<file path="src/rtl/hist_pkg.sv">
// Shared definitions for the histogram update block: counter width, default
// bin count and the sweep FSM state encoding.
package hist_pkg;
  localparam int CNT_W        = 32;
  localparam int NUM_BINS_DEF = 16;

  typedef enum logic [1:0] {
    RUN   = 2'd0,
    DRAIN = 2'd1,
    CLEAR = 2'd2
  } hist_state_e;
endpackage

</file>
<file path="src/rtl/hist_onehot_dec.sv">
// Bin index to one-hot bank write-enable decoder; all-zero when en is low.
module hist_onehot_dec #(
  parameter int NUM_BINS = 16,
  parameter int BIN_W    = $clog2(NUM_BINS)
) (
  input  logic                en,
  input  logic [BIN_W-1:0]    idx,
  output logic [NUM_BINS-1:0] onehot
);
  always_comb begin
    onehot = '0;
    if (en) onehot[idx] = 1'b1;
  end
endmodule

</file>
<file path="src/rtl/hist_update.sv">
// Histogram bin incrementer with a two-stage read-modify-write pipeline into an
// external register bank, plus a drain-then-zero sweep. Define HIST_SAT_EN for saturating counters.
//
// Handshake: a sample transfers on a rising clk edge where in_valid && in_ready;
// in_ready depends only on FSM state (high in RUN), never on in_valid.
module hist_update
  import hist_pkg::*;
#(
  parameter int NUM_BINS = NUM_BINS_DEF,
  parameter int BIN_W    = $clog2(NUM_BINS)
) (
  input  logic                      clk,
  input  logic                      clr_n,
  input  logic                      in_valid,
  output logic                      in_ready,
  input  logic [BIN_W-1:0]          in_bin,
  input  logic                      sweep_start,
  output logic                      sweep_busy,
  output logic                      sweep_done,
  input  logic [NUM_BINS*CNT_W-1:0] bank_q,
  output logic [NUM_BINS-1:0]       bank_we,
  output logic [CNT_W-1:0]          bank_d,
  output logic                      sat_flag,
  output hist_state_e               state_dbg
);
  hist_state_e state, state_nxt;

  logic                s1_valid, s2_valid;
  logic [BIN_W-1:0]    s1_bin, s2_bin, sweep_cnt;
  logic [CNT_W-1:0]    bank_arr [NUM_BINS];
  logic [CNT_W-1:0]    cnt_src, cnt_inc;
  logic                accept, sweep_last;
  logic                dec_en;
  logic [BIN_W-1:0]    dec_idx;
  logic [NUM_BINS-1:0] dec_onehot;

  for (genvar g = 0; g < NUM_BINS; g++) begin : g_unpack
    assign bank_arr[g] = bank_q[g*CNT_W +: CNT_W];
  end

  // S2 holds a write the bank has not committed yet, so a same-bin S1 must use it.
  assign cnt_src = (s2_valid && (s2_bin == s1_bin)) ? bank_d : bank_arr[s1_bin];

`ifdef HIST_SAT_EN
  logic sat_hit;
  assign sat_hit = s1_valid && (cnt_src == '1);
  assign cnt_inc = (cnt_src == '1) ? cnt_src : cnt_src + CNT_W'(1);
`else
  assign cnt_inc = cnt_src + CNT_W'(1);
`endif

  assign accept     = in_valid && in_ready;
  assign sweep_last = (sweep_cnt == BIN_W'(NUM_BINS - 1));
  assign state_dbg  = state;

  always_ff @(posedge clk or negedge clr_n) begin
    if (!clr_n) state <= RUN;
    else        state <= state_nxt;
  end

  always_comb begin
    state_nxt  = state;
    in_ready   = 1'b0;
    sweep_busy = 1'b0;
    case (state)
      RUN: begin
        in_ready = 1'b1;
        if (sweep_start) state_nxt = DRAIN;
      end
      DRAIN: begin
        sweep_busy = 1'b1;
        if (!s1_valid && !s2_valid) state_nxt = CLEAR;
      end
      CLEAR: begin
        sweep_busy = 1'b1;
        if (sweep_last) state_nxt = RUN;
      end
      default: state_nxt = RUN;
    endcase
  end

  // No samples are accepted outside RUN, so S1 and the sweep never share the decoder.
  assign dec_en  = s1_valid || (state == CLEAR);
  assign dec_idx = s1_valid ? s1_bin : sweep_cnt;

  hist_onehot_dec #(
    .NUM_BINS (NUM_BINS),
    .BIN_W    (BIN_W)
  ) u_dec (
    .en     (dec_en),
    .idx    (dec_idx),
    .onehot (dec_onehot)
  );

  always_ff @(posedge clk or negedge clr_n) begin
    if (!clr_n) begin
      s1_valid <= 1'b0;
      s1_bin   <= '0;
      s2_valid <= 1'b0;
      s2_bin   <= '0;
      bank_we  <= '0;
      bank_d   <= '0;
    end else begin
      s1_valid <= accept;
      if (accept) s1_bin <= in_bin;
      s2_valid <= s1_valid;
      if (s1_valid) s2_bin <= s1_bin;
      bank_we  <= dec_onehot;
      bank_d   <= s1_valid ? cnt_inc : '0;
    end
  end

  always_ff @(posedge clk or negedge clr_n) begin
    if (!clr_n) begin
      sweep_cnt  <= '0;
      sweep_done <= 1'b0;
    end else begin
      sweep_done <= (state == CLEAR) && sweep_last;
      if (state == CLEAR) sweep_cnt <= sweep_cnt + BIN_W'(1);
      else                sweep_cnt <= '0;
    end
  end

`ifdef HIST_SAT_EN
  always_ff @(posedge clk or negedge clr_n) begin
    if (!clr_n)                               sat_flag <= 1'b0;
    else if ((state == CLEAR) && sweep_last)  sat_flag <= 1'b0;
    else if (sat_hit)                         sat_flag <= 1'b1;
  end
`else
  assign sat_flag = 1'b0;
`endif
endmodule
</file>
<file path="config.mk">
export PLATFORM = sky130hd
export DESIGN_NAME = hist_update
export DESIGN_NICKNAME = d
export VERILOG_FILES = /design/src/rtl/hist_pkg.sv /design/src/rtl/hist_onehot_dec.sv /design/src/rtl/hist_update.sv
export SDC_FILE = /design/constraint.sdc
export NUM_CORES = 1
export LEC_CHECK = 0
export CORE_AREA = 2 2 223 225
export DETAILED_ROUTE_END_ITERATION = 6
export DIE_AREA = 0 0 225 227
export DONT_BUFFER_PORTS = 1
export GPL_ROUTABILITY_DRIVEN = 0
export PLACE_DENSITY = 0.4
export SLEW_MARGIN = 10
export SYNTH_ARGS = -nofsm -noshare
export SYNTH_HDL_FRONTEND = slang
export SYNTH_SLANG_ARGS = --single-unit
</file>
<file path="constraint.sdc">
create_clock -name clk -period 5.3 [get_ports clk]
set_input_delay 0.265 -clock clk [delete_from_list [all_inputs] [get_ports clk]]
set_output_delay 0.265 -clock clk [all_outputs]
set_load 0.03 [all_outputs]
</file>
==> results of run 1 <==
-- power by group --
group,leakage [nW],internal [mW],switching [mW],total (mW)
Clock,0.162,0.459,0.248,0.707
Combinational,2.10,1.52,2.07,3.59
Sequential,0.872,0.646,0.521,1.17
Total,3.13,2.63,2.84,5.47
-- kinds of logic (layout without fill, tap and decap cells) --
group | count (synthesis) | count (layout)
simple gates | 202 | 202
xor+xnor | 22 | 22
flops | 65 | 65
mux | 160 | 160
other cells | 1 | 20
compound gates | 111 | 111
buf+inv | 70 | 40
fa+ha+maj | 6 | 6
-- state kept, by name (all words and copies together) (netlist names) --
name / count
s2_valid: 1
bank_d: 32
s1_bin: 4
s1_valid: 1
s2_bin: 4
sweep_done: 1
bank_we: 16
sweep_cnt: 4
state_dbg: 2
-- layer usage --
metal,vias up,global-route usage,wire [µm]
met4,24,0.0188,421
li1,2567,-,-
met2,424,0.257,19800
met1,3151,0.178,15500
met3,61,0.0843,5110
met5,-,0,156
-- Yosys cell counts, types with 2 or more instances --
cell | count | area [µm²]
o21ai_0 | 15 | 75.1
nand2_2 | 4 | 25.0
or4_1 | 2 | 15.0
nor4_1 | 2 | 12.5
o31ai_1 | 7 | 52.6
a211oi_1 | 3 | 22.5
mux2i_1 | 25 | 250
a21oi_1 | 8 | 40.0
xnor2_1 | 15 | 131
nor2_2 | 2 | 12.5
buf_12 | 9 | 180
o22a_1 | 2 | 17.5
o41ai_1 | 2 | 17.5
nor3b_1 | 2 | 15.0
buf_6 | 11 | 124
ha_1 | 6 | 75.1
mux4_2 | 73 | 1640
clkbuf_4 | 3 | 22.5
nand4b_1 | 2 | 17.5
clkbuf_1 | 8 | 30.0
nand3_2 | 2 | 20.0
nand2_1 | 79 | 297
and2_1 | 5 | 31.3
a22oi_1 | 49 | 368
buf_2 | 13 | 65.1
xor2_1 | 6 | 52.6
clkbuf_8 | 6 | 82.6
nor4_2 | 3 | 37.5
mux2_2 | 4 | 45.0
a31oi_1 | 6 | 37.5
nor2b_1 | 2 | 12.5
buf_4 | 7 | 52.6
dfrtp_1 | 65 | 1630
nand4_1 | 7 | 43.8
nor3_1 | 8 | 40.0
nand3_1 | 12 | 60.1
o211ai_1 | 3 | 22.5
and3_1 | 4 | 25.0
nor2_1 | 55 | 206
mux4_1 | 57 | 1500
a2111oi_4 | 2 | 55.1
inv_1 | 11 | 41.3
-- worst register-to-register path, delay by kind of cell, from the launching register on --
| kind | cells | cell delay (ns) |
|---|---|---|
| simple gates | 4 | 1.95 |
| flops | 1 | 0.76 |
| mux | 1 | 0.47 |
| compound gates | 2 | 0.46 |
| xor+xnor | 1 | 0.18 |
-- what timing repair did --
action / in CTS / in global routing
hold endpoints to repair: 65 / 0
hold buffers: 2 / 0
gates resized for setup: 0 / 0
-- worst paths after layout --
kind	end	slack, ns	cells past startpoint
setup / recovery	bank_d[29]$_DFF_PN0_	1.33	8
hold / removal	s1_bin[0]$_DFFE_PN0P_	0.04	2
setup reg to reg	bank_d[29]$_DFF_PN0_	1.33	8
hold reg to reg	s2_bin[0]$_DFFE_PN0P_	0.53	1
max in group asynchronous	bank_d[1]$_DFF_PN0_	4.52	2
min in group asynchronous	bank_we[6]$_DFF_PN0_	0.46	2
-- layout make-up --
type	count	area, µm²	area share
Antenna cell	19	47.5	0.00555
Sequential cell	65	1630	0.191
Inverter	12	45.0	0.00525
Tap cell	622	778	0.0908
Timing Repair Buffer	12	138	0.0161
Multi-Input combinational cell	502	5590	0.652
Clock inverter	7	119	0.0139
Clock buffer	9	225	0.0263
==> metrics.yaml, run 1 <==
cts_setup_buffers: 0
num_rows: 81
required_ns: 5.50
portBuffers: 0
cap_violations: 0
crit_family: "simple AND/OR/NAND/NOR gates"
grt_pass1_wl_mm: 53.5
clk_latency_ns: 0.35
maxSlewViolCount: 0
cts_tree: "built"
dp_hpwl_mm: 34.6
grt_max_degree: 104
power_density_nw_per_um2: 638
final.min_clock_period_ns: 3.97
synthSimpleGateAreaFrac: 0.126
arrival_ns: 4.18
crit_path_start_kind: "flop"
dpl_cell_area_um2: 8140
finish.utilization: 0.177
avgRoutedWirePerCell_um: 32.9
worst_slack_ns: 1.33
synth_top_family_by_area: "multiplexers"
synth-xor-area-share: 0.0256
synth_warnings: 0
yosysUniqueCellTypes: 72
rr_startpoint: "s1_bin[3]$_DFFE_PN0P_"
hold_ws_ns: 0.0419
syn2layout_area_growth_pct: 9.83
syn_area_per_cell_um2: 12.3
fillCellCount: 5276
drt-total-wl_mm: 41.0
dieArea_um2: 51100
htreeDepth: 3
syn_nets: 1163
grt_pass1_vias: 6227
max_stage_delay_ns: 0.90
clk_pin_slew_ns: 0.06
fin_worst_skew_ns: 0.00601
firstDrtPassIters: 5
synth_cells: 637
synth-compound-area-share: 0.109
rsz0062_at_grt: "false"
die_y_um: 227
path_buf_inv: 0
status: "completed"
initial_core_util: 0.161
root_buffer: "clkbuf_16"
vias_per_cell: 4.99
crit_path_end_kind: "flop"
dp_slack_ns: 1.22
ios: 574
vias: 6227
numCtsBuffers: 9
final_cell_area_um2: 8570
synth_fa_ha_area_frac: 0.00962
synth_edf_count: 0
path_cells: "xnor2_1 -> nand3_2 -> or2_2 -> mux2i_1 -> nor4_2 -> nand4_2 -> o311ai_0 -> o41ai_1"
fin_crit_sh: 0.750
final_common_cell: "nand2_1"
drt_iter0_markers: 406
cts.sinks: 65
tightest_slew_ns: 1.14
fmax_ghz: 0.252
ir_drop_mv: 0.220
ys_seq_area_frac: 0.208
core_um2: 48500
drtAntennaViolNets: 0
synthArstFlopShare: 1.00
nets: 1128
grt_overflow: 0
drc_errors: 0
synth.area.mux_share: 0.442
synthesis.area_um2: 7810
setup_viol: 0
fp.dieW_um: 225
total_power_mw: 5.47
final_cell_mix: "79 x nand2_1, 73 x mux4_2, 63 x dfrtp_1, 57 x mux4_1, 54 x nor2_1"
layout-drive-gt1-share: 0.222
stdcell_count: 1248
hp-start: "in_bin[0]"
worstPathMaxFanout: 43
synth-main-ff-cell: "dfrtp_1"
hp-class: "input pin to flop"
max-clock-path-buffers: 2
crit_slowest_cell: "or2_2"
dp.cells: 1211
cp-startpoint: "s1_bin[3]$_DFFE_PN0P_"
yosys_register_bits: 65
p_leak_nw: 3.13
fin_tns_setup_ns: 0
critical_path_class: "flop to flop"
antenna_found_initial: 42
slew_headroom: 0.240
grt.total_usage: 0.154
finalHoldViolCount: 0
Power figures use the tool's default switching activity.
==> run 2, diff against run 1 <==
- clock period: 5.3 -> 3.65 ns (I/O delays scaled with it)
==> metrics.yaml, run 2 (synthesized netlist as in run 1, its figures left out) <==
status: "completed"
ir_drop_mv: 0.282  # +28%
cap_violations: 0  # unchanged
htreeDepth: 3  # unchanged
portBuffers: 0  # unchanged
fillCellCount: 5295  # +0.36%
finalHoldViolCount: 0  # unchanged
clk_pin_slew_ns: 0.06  # about the same
worstPathMaxFanout: 35  # -19%
grt_overflow: 0  # unchanged
cts.sinks: 65  # unchanged
vias: 6420  # +3.1%
slew_headroom: 0.495  # +0.255
grt.total_usage: 0.157  # +0.00272
rsz0062_at_grt: "false"
dieArea_um2: 51100  # unchanged
reg2reg_to: "bank_d[29]$_DFF_PN0_"
regArea_um2: 1630  # unchanged
crit_slowest_cell: "dfrtp_4"
regMostFlops: "bank_d"
power_density_nw_per_um2: 914  # +43%
largest_register_ffs: 32  # unchanged
final_cell_mix: "79 x nand2_1, 73 x mux4_2, 63 x dfrtp_1, 57 x mux4_1, 54 x nor2_1"
tightest_slew_ns: 0.758  # -0.382 ns
drt-total-wl_mm: 41.6  # +1.3%
initial_core_util: 0.161  # unchanged
cts_tree: "built"
max_stage_delay_ns: 0.63  # -0.27 ns
max-clock-path-buffers: 2  # unchanged
worst_slack_ns: 0.315  # -1.01 ns
root_buffer: "clkbuf_16"
reg_top3: "bank_d: 32 flops, bank_we: 16 flops"
hp-class: "input pin to flop"
layout-drive-gt1-share: 0.268  # +0.0453
drtAntennaViolNets: 0  # unchanged
cp-startpoint: "s1_bin[0]$_DFFE_PN0P_"
multi_input_area_um2: 5590  # about the same
hold_ws_ns: 0.0863  # +0.0444 ns
required_ns: 3.85  # -1.65 ns
numCtsBuffers: 9  # unchanged
critical_path_class: "flop to flop"
path_cells: "buf_12 -> mux4_1 -> a22oi_1 -> nand2_1 -> mux2i_1 -> nor4_2 -> nand4_2 -> o311ai_0 -> o41ai_1"
setup_viol: 0  # unchanged
syn2layout_area_growth_pct: 14.5
rr_startpoint: "s1_bin[0]$_DFFE_PN0P_"
fp.dieW_um: 225  # unchanged
antenna_found_initial: 44  # +4.8%
fin_worst_skew_ns: 0.0116  # +0.00559 ns
fin_crit_sh: 0.914  # +0.164
core_um2: 48500  # unchanged
maxSlewViolCount: 0  # unchanged
grt_pass1_vias: 6551  # +5.2%
avgRoutedWirePerCell_um: 32.0  # -2.6%
fmax_ghz: 0.300  # +19%
nets: 1171  # +3.8%
grt_max_degree: 66  # -37%
cts_setup_buffers: 0  # unchanged
dp_slack_ns: 0.164  # -1.05 ns
arrival_ns: 3.53  # -0.65 ns
fin_tns_setup_ns: 0  # unchanged
crit_path_end_kind: "flop"
p_leak_nw: 3.34  # +6.7%
reg2reg_slack_ns: 0.31  # -1.01 ns
crit_path_start_kind: "flop"
reg2reg_depth: 9  # +1
num_rows: 81  # unchanged
firstDrtPassIters: 4  # -1
ios: 574  # unchanged
final.min_clock_period_ns: 3.34  # -0.639 ns
dp_hpwl_mm: 35.8  # +3.4%
drt_iter0_markers: 442  # +8.9%
cp-endpoint: "bank_d[29]$_DFF_PN0_"
die_y_um: 227  # unchanged
clk_latency_ns: 0.35  # about the same
vias_per_cell: 4.94  # -0.95%
final_common_cell: "nand2_1"
drc_errors: 0  # unchanged
grt_pass1_wl_mm: 54.8  # +2.5%
## run 2: cell types whose count changed in the layout (fill, tap and decap cells not counted)
cell	previous run	this run
buf_4	8	43
diode_2	19	27
inv_6	0	2
and2_4	1	2
buf_12	2	6
clkinv_4	1	2
clkinvlp_4	2	1
bufinv_16	3	1
dlygate4sd3_1	1	5
and2_2	1	0
## run 2: final cells by class
type                            count  share of cell area
Antenna cell                       27             0.00756
Clock buffer                        9              0.0252
Clock inverter                      7             0.00868
Inverter                           12             0.00504
Multi-Input combinational cell    502               0.625
Sequential cell                    65               0.183
Tap cell                          622              0.0871
Timing Repair Buffer               55              0.0582
## run 2: per-layer routing
| metal | wire [µm] | global-route usage |
|---|---|---|
| met4 | 501 | 0.0335 |
| met1 | 15900 | 0.183 |
| met5 | 102 | 0.0133 |
| met3 | 5240 | 0.0794 |
| met2 | 19900 | 0.256 |
## run 2: where the power goes
group / total [mW] / internal, mW / switching, mW
clock: 0.900 / 0.535 / 0.366
sequential: 1.71 / 0.937 / 0.777
combinational: 5.56 / 2.52 / 3.03
## run 2: worst min path at each step
stage | start | endpoint | slack, ns | depth (start not counted)
global route | in_valid | s1_valid$_DFF_PN0_ | 0.09 | 2
CTS | in_valid | s1_valid$_DFF_PN0_ | 0.07 | 2
finish | in_valid | s1_valid$_DFF_PN0_ | 0.09 | 2
detailed placement | clr_n | bank_we[14]$_DFF_PN0_ | -0.11 | 0
global placement | clr_n | bank_we[14]$_DFF_PN0_ | -0.11 | 0
floorplan | clr_n | bank_d[0]$_DFF_PN0_ | -0.11 | 0
## run 2: timing repair
item	4_1_cts	5_1_grt
resized for setup	0	1
endpoints found under the hold margin	69	0
hold buffers	6	0
endpoints found under the setup margin	0	1
## run 2: worst max-delay path, delay by kind of cell (launching register included)
kind | cells | cell delay (ns)
simple gates | 3 | 1.04
mux | 2 | 0.58
buf+inv | 1 | 0.26
compound gates | 3 | 0.62
flops | 1 | 0.63
## run 2: through the flow
| step | cells | instance area (µm²) | total power [mW] | util |
|---|---|---|---|---|
| after floorplan | 637 | 7810 | 5.72 | - |
| after global placement | 1250 | 8490 | 7.41 | 0.175 |
| after detailed placement | 1250 | 8490 | 7.42 | 0.175 |
| after CTS | 1272 | 8870 | 8.37 | 0.183 |
| after global routing | 1284 | 8900 | 8.81 | 0.183 |
| final | 1299 | 8940 | 8.17 | 0.184 |
==> run 3, diff against run 2 <==
- CORE_AREA: 2 2 223 225 -> 2 2 222 224
- DIE_AREA: 0 0 225 227 -> 0 0 224 226
- PLACE_DENSITY: 0.4 -> 0.41
- SETUP_SLACK_MARGIN: not set -> 0.5
==> metrics.yaml, run 3 (synthesized netlist as in run 1, its figures left out) <==
met3_length_mm: 5.02  # -4.2%
reg2reg_slack_ns: 0.56  # +0.25 ns
drc_errors: 0  # unchanged
dp_slack_ns: 0.285  # +0.121 ns
reg2reg_to: "bank_d[24]$_DFF_PN0_"
critical_path_class: "flop to flop"
worst_slack_ns: 0.564  # +0.249 ns
arrival_ns: 3.31  # -0.22 ns
crit_path_end_kind: "flop"
hp-start: "in_bin[2]"
ir_drop_mv: 0.288  # +2.2%
hp-class: "input pin to flop"
avgRoutedWirePerCell_um: 33.5  # +4.5%
nets: 1200  # +2.5%
htreeDepth: 3  # unchanged
rr_startpoint: "s1_bin[0]$_DFFE_PN0P_"
status: "completed"
die_y_um: 226  # -0.44%
syn2layout_area_growth_pct: 23.3
required_ns: 3.87  # +0.02 ns
grt_pass1_vias: 6550  # -0.015%
grt_max_degree: 66  # unchanged
drtAntennaViolNets: 0  # unchanged
antenna_found_initial: 29  # -34%
top_layer_used: "met5"
root_buffer: "clkbuf_16"
regMostFlops: "bank_d"
slew_headroom: 0.589  # +0.0944
dieArea_um2: 50600  # -0.88%
path_cells: "buf_16 -> buf_16 -> mux4_1 -> a22oi_1 -> nand2_2 -> nand4_4 -> a2111oi_4 -> buf_4 -> nand4b_4 -> o311ai_1 -> o41ai_1"
crit_family: "compound AO/OA/AOI/OAI gates"
maxSlewViolCount: 0  # unchanged
reg2reg_depth: 11  # +2
grt_overflow: 0  # unchanged
fp.dieW_um: 224  # -0.44%
reg_top3: "bank_d: 32 flops, bank_we: 16 flops"
hold_end: "s1_bin[2]$_DFFE_PN0P_"
setup_viol: 0  # unchanged
firstDrtPassIters: 5  # +1
fin_worst_skew_ns: 0.00943  # -0.00218 ns
largest_register_ffs: 32  # unchanged
fin_tns_setup_ns: 0  # unchanged
dp_hpwl_mm: 35.8  # +0.24%
cts.sinks: 65  # unchanged
core_um2: 48300  # -0.42%
crit_top_cell: "buf_16"
worstPathMaxFanout: 13  # -63%
layout-drive-gt1-share: 0.352  # +0.0843
rsz0062_at_grt: "true"
power_density_nw_per_um2: 959  # +4.8%
drt_iter0_markers: 554  # +25%
cts_tree: "built"
finalHoldViolCount: 0  # unchanged
vias_per_cell: 5.03  # +1.7%
portBuffers: 0  # unchanged
met2WireLength_mm: 21.0  # +5.8%
hold_depth: 2  # unchanged
drt-total-wl_mm: 43.9  # +5.7%
clk_pin_slew_ns: 0.06  # about the same
max_stage_delay_ns: 0.57  # -0.06 ns
drt-met1-wl_mm: 17.2  # +8.1%
numCtsBuffers: 9  # unchanged
max-clock-path-buffers: 2  # unchanged
final.min_clock_period_ns: 3.09  # -0.249 ns
final_cell_mix: "78 x mux4_2, 75 x nand2_1, 61 x dfrtp_1, 53 x nor2_1, 52 x mux4_1"
grt.total_usage: 0.162  # +0.00528
num_rows: 81  # unchanged
clk_latency_ns: 0.35  # about the same
cap_violations: 0  # unchanged
vias: 6599  # +2.8%
fmax_ghz: 0.324  # +8.1%
fin_crit_sh: 0.846  # -0.0681
crit_slowest_cell: "dfrtp_4"
path_buf_inv: 3  # +2
tightest_slew_ns: 0.612  # -0.146 ns
p_leak_nw: 3.59  # +7.5%
final_common_cell: "mux4_2"
initial_core_util: 0.161  # +0.000674
ios: 574  # unchanged
crit_path_start_kind: "flop"
grt_pass1_wl_mm: 55.9  # +1.9%
==> run 3: cell types whose count changed in the layout (fill, tap and decap cells not counted), sizes merged, moves of 2 or more <==
cell | before | now
clkinvlp | 1 | 3
diode | 27 | 12
clkinv | 4 | 2
buf | 50 | 72
clkbuf | 9 | 14
==> run 3: final cells by class <==
| cell class | instances | area (µm²) |
|---|---|---|
| Tap cell | 622 | 778 |
| Clock buffer | 9 | 225 |
| Antenna cell | 12 | 30.0 |
| Sequential cell | 65 | 1640 |
| Timing Repair Buffer | 82 | 1010 |
| Fill cell | 5193 | 38700 |
| Clock inverter | 7 | 78.8 |
| Inverter | 12 | 45.0 |
| Multi-Input combinational cell | 504 | 5820 |
==> run 3: worst register-to-register path, stage by stage, from the launching register on <==
cell       delay (ns)
dfrtp_4          0.57
buf_16           0.19
buf_16           0.19
mux4_1           0.42
a22oi_1          0.10
nand2_2          0.15
nand4_4          0.16
a2111oi_4        0.40
buf_4            0.20
nand4b_4         0.18
o311ai_1         0.30
o41ai_1          0.12
==> run 3: layer usage <==
metal / up-vias / global-route usage
li1: 2725 / -
met1: 3341 / 0.199
met2: 454 / 0.268
met3: 55 / 0.0692
met4: 24 / 0.0239
met5: - / 0
==> run 3: worst max-delay path by stage <==
stage                                from                   end  slack, ns  depth (start not counted)
floorplan           s1_bin[0]$_DFFE_PN0P_  bank_d[24]$_DFF_PN0_       0.76                         15
global placement    s1_bin[0]$_DFFE_PN0P_  bank_d[29]$_DFF_PN0_       0.30                         10
detailed placement  s1_bin[0]$_DFFE_PN0P_  bank_d[24]$_DFF_PN0_       0.28                         12
CTS                 s1_bin[0]$_DFFE_PN0P_  bank_d[19]$_DFF_PN0_       0.47                         12
global route        s1_bin[0]$_DFFE_PN0P_  bank_d[24]$_DFF_PN0_       0.47                         11
finish              s1_bin[0]$_DFFE_PN0P_  bank_d[24]$_DFF_PN0_       0.56                         11
==> run 3: power by group <==
group | switching (mW) | total (mW) | internal, mW
Sequential | 0.767 | 1.71 | 0.940
Clock | 0.390 | 0.925 | 0.535
Combinational | 3.49 | 6.59 | 3.11
Total | 4.64 | 9.23 | 4.58
==> run 3: repair_timing <==
| action | in CTS | in global routing |
|---|---|---|
| gates resized for setup | 17 | 54 |
| setup endpoints to repair | 17 | 19 |
| pin swaps | 5 | 21 |
| endpoints found under the hold margin | 68 | 0 |
| setup buffers | 8 | 18 |
| gates cloned | 2 | 7 |
| hold buffers | 5 | 0 |
==> run 3: through the flow <==
| step | instances | utilization | hold slack [ns] | cell area (µm²) | power (mW) |
|---|---|---|---|---|---|
| global route | 1306 | 0.199 | 0.0144 | 9610 | 9.87 |
| floorplan | 637 | - | -0.113 | 7810 | 5.72 |
| detailed placement | 1245 | 0.176 | -0.111 | 8500 | 7.47 |
| global placement | 1245 | 0.176 | -0.111 | 8500 | 7.45 |
| CTS | 1276 | 0.188 | 0.00713 | 9070 | 8.67 |
| finish | 1313 | 0.199 | 0.00851 | 9620 | 9.23 |
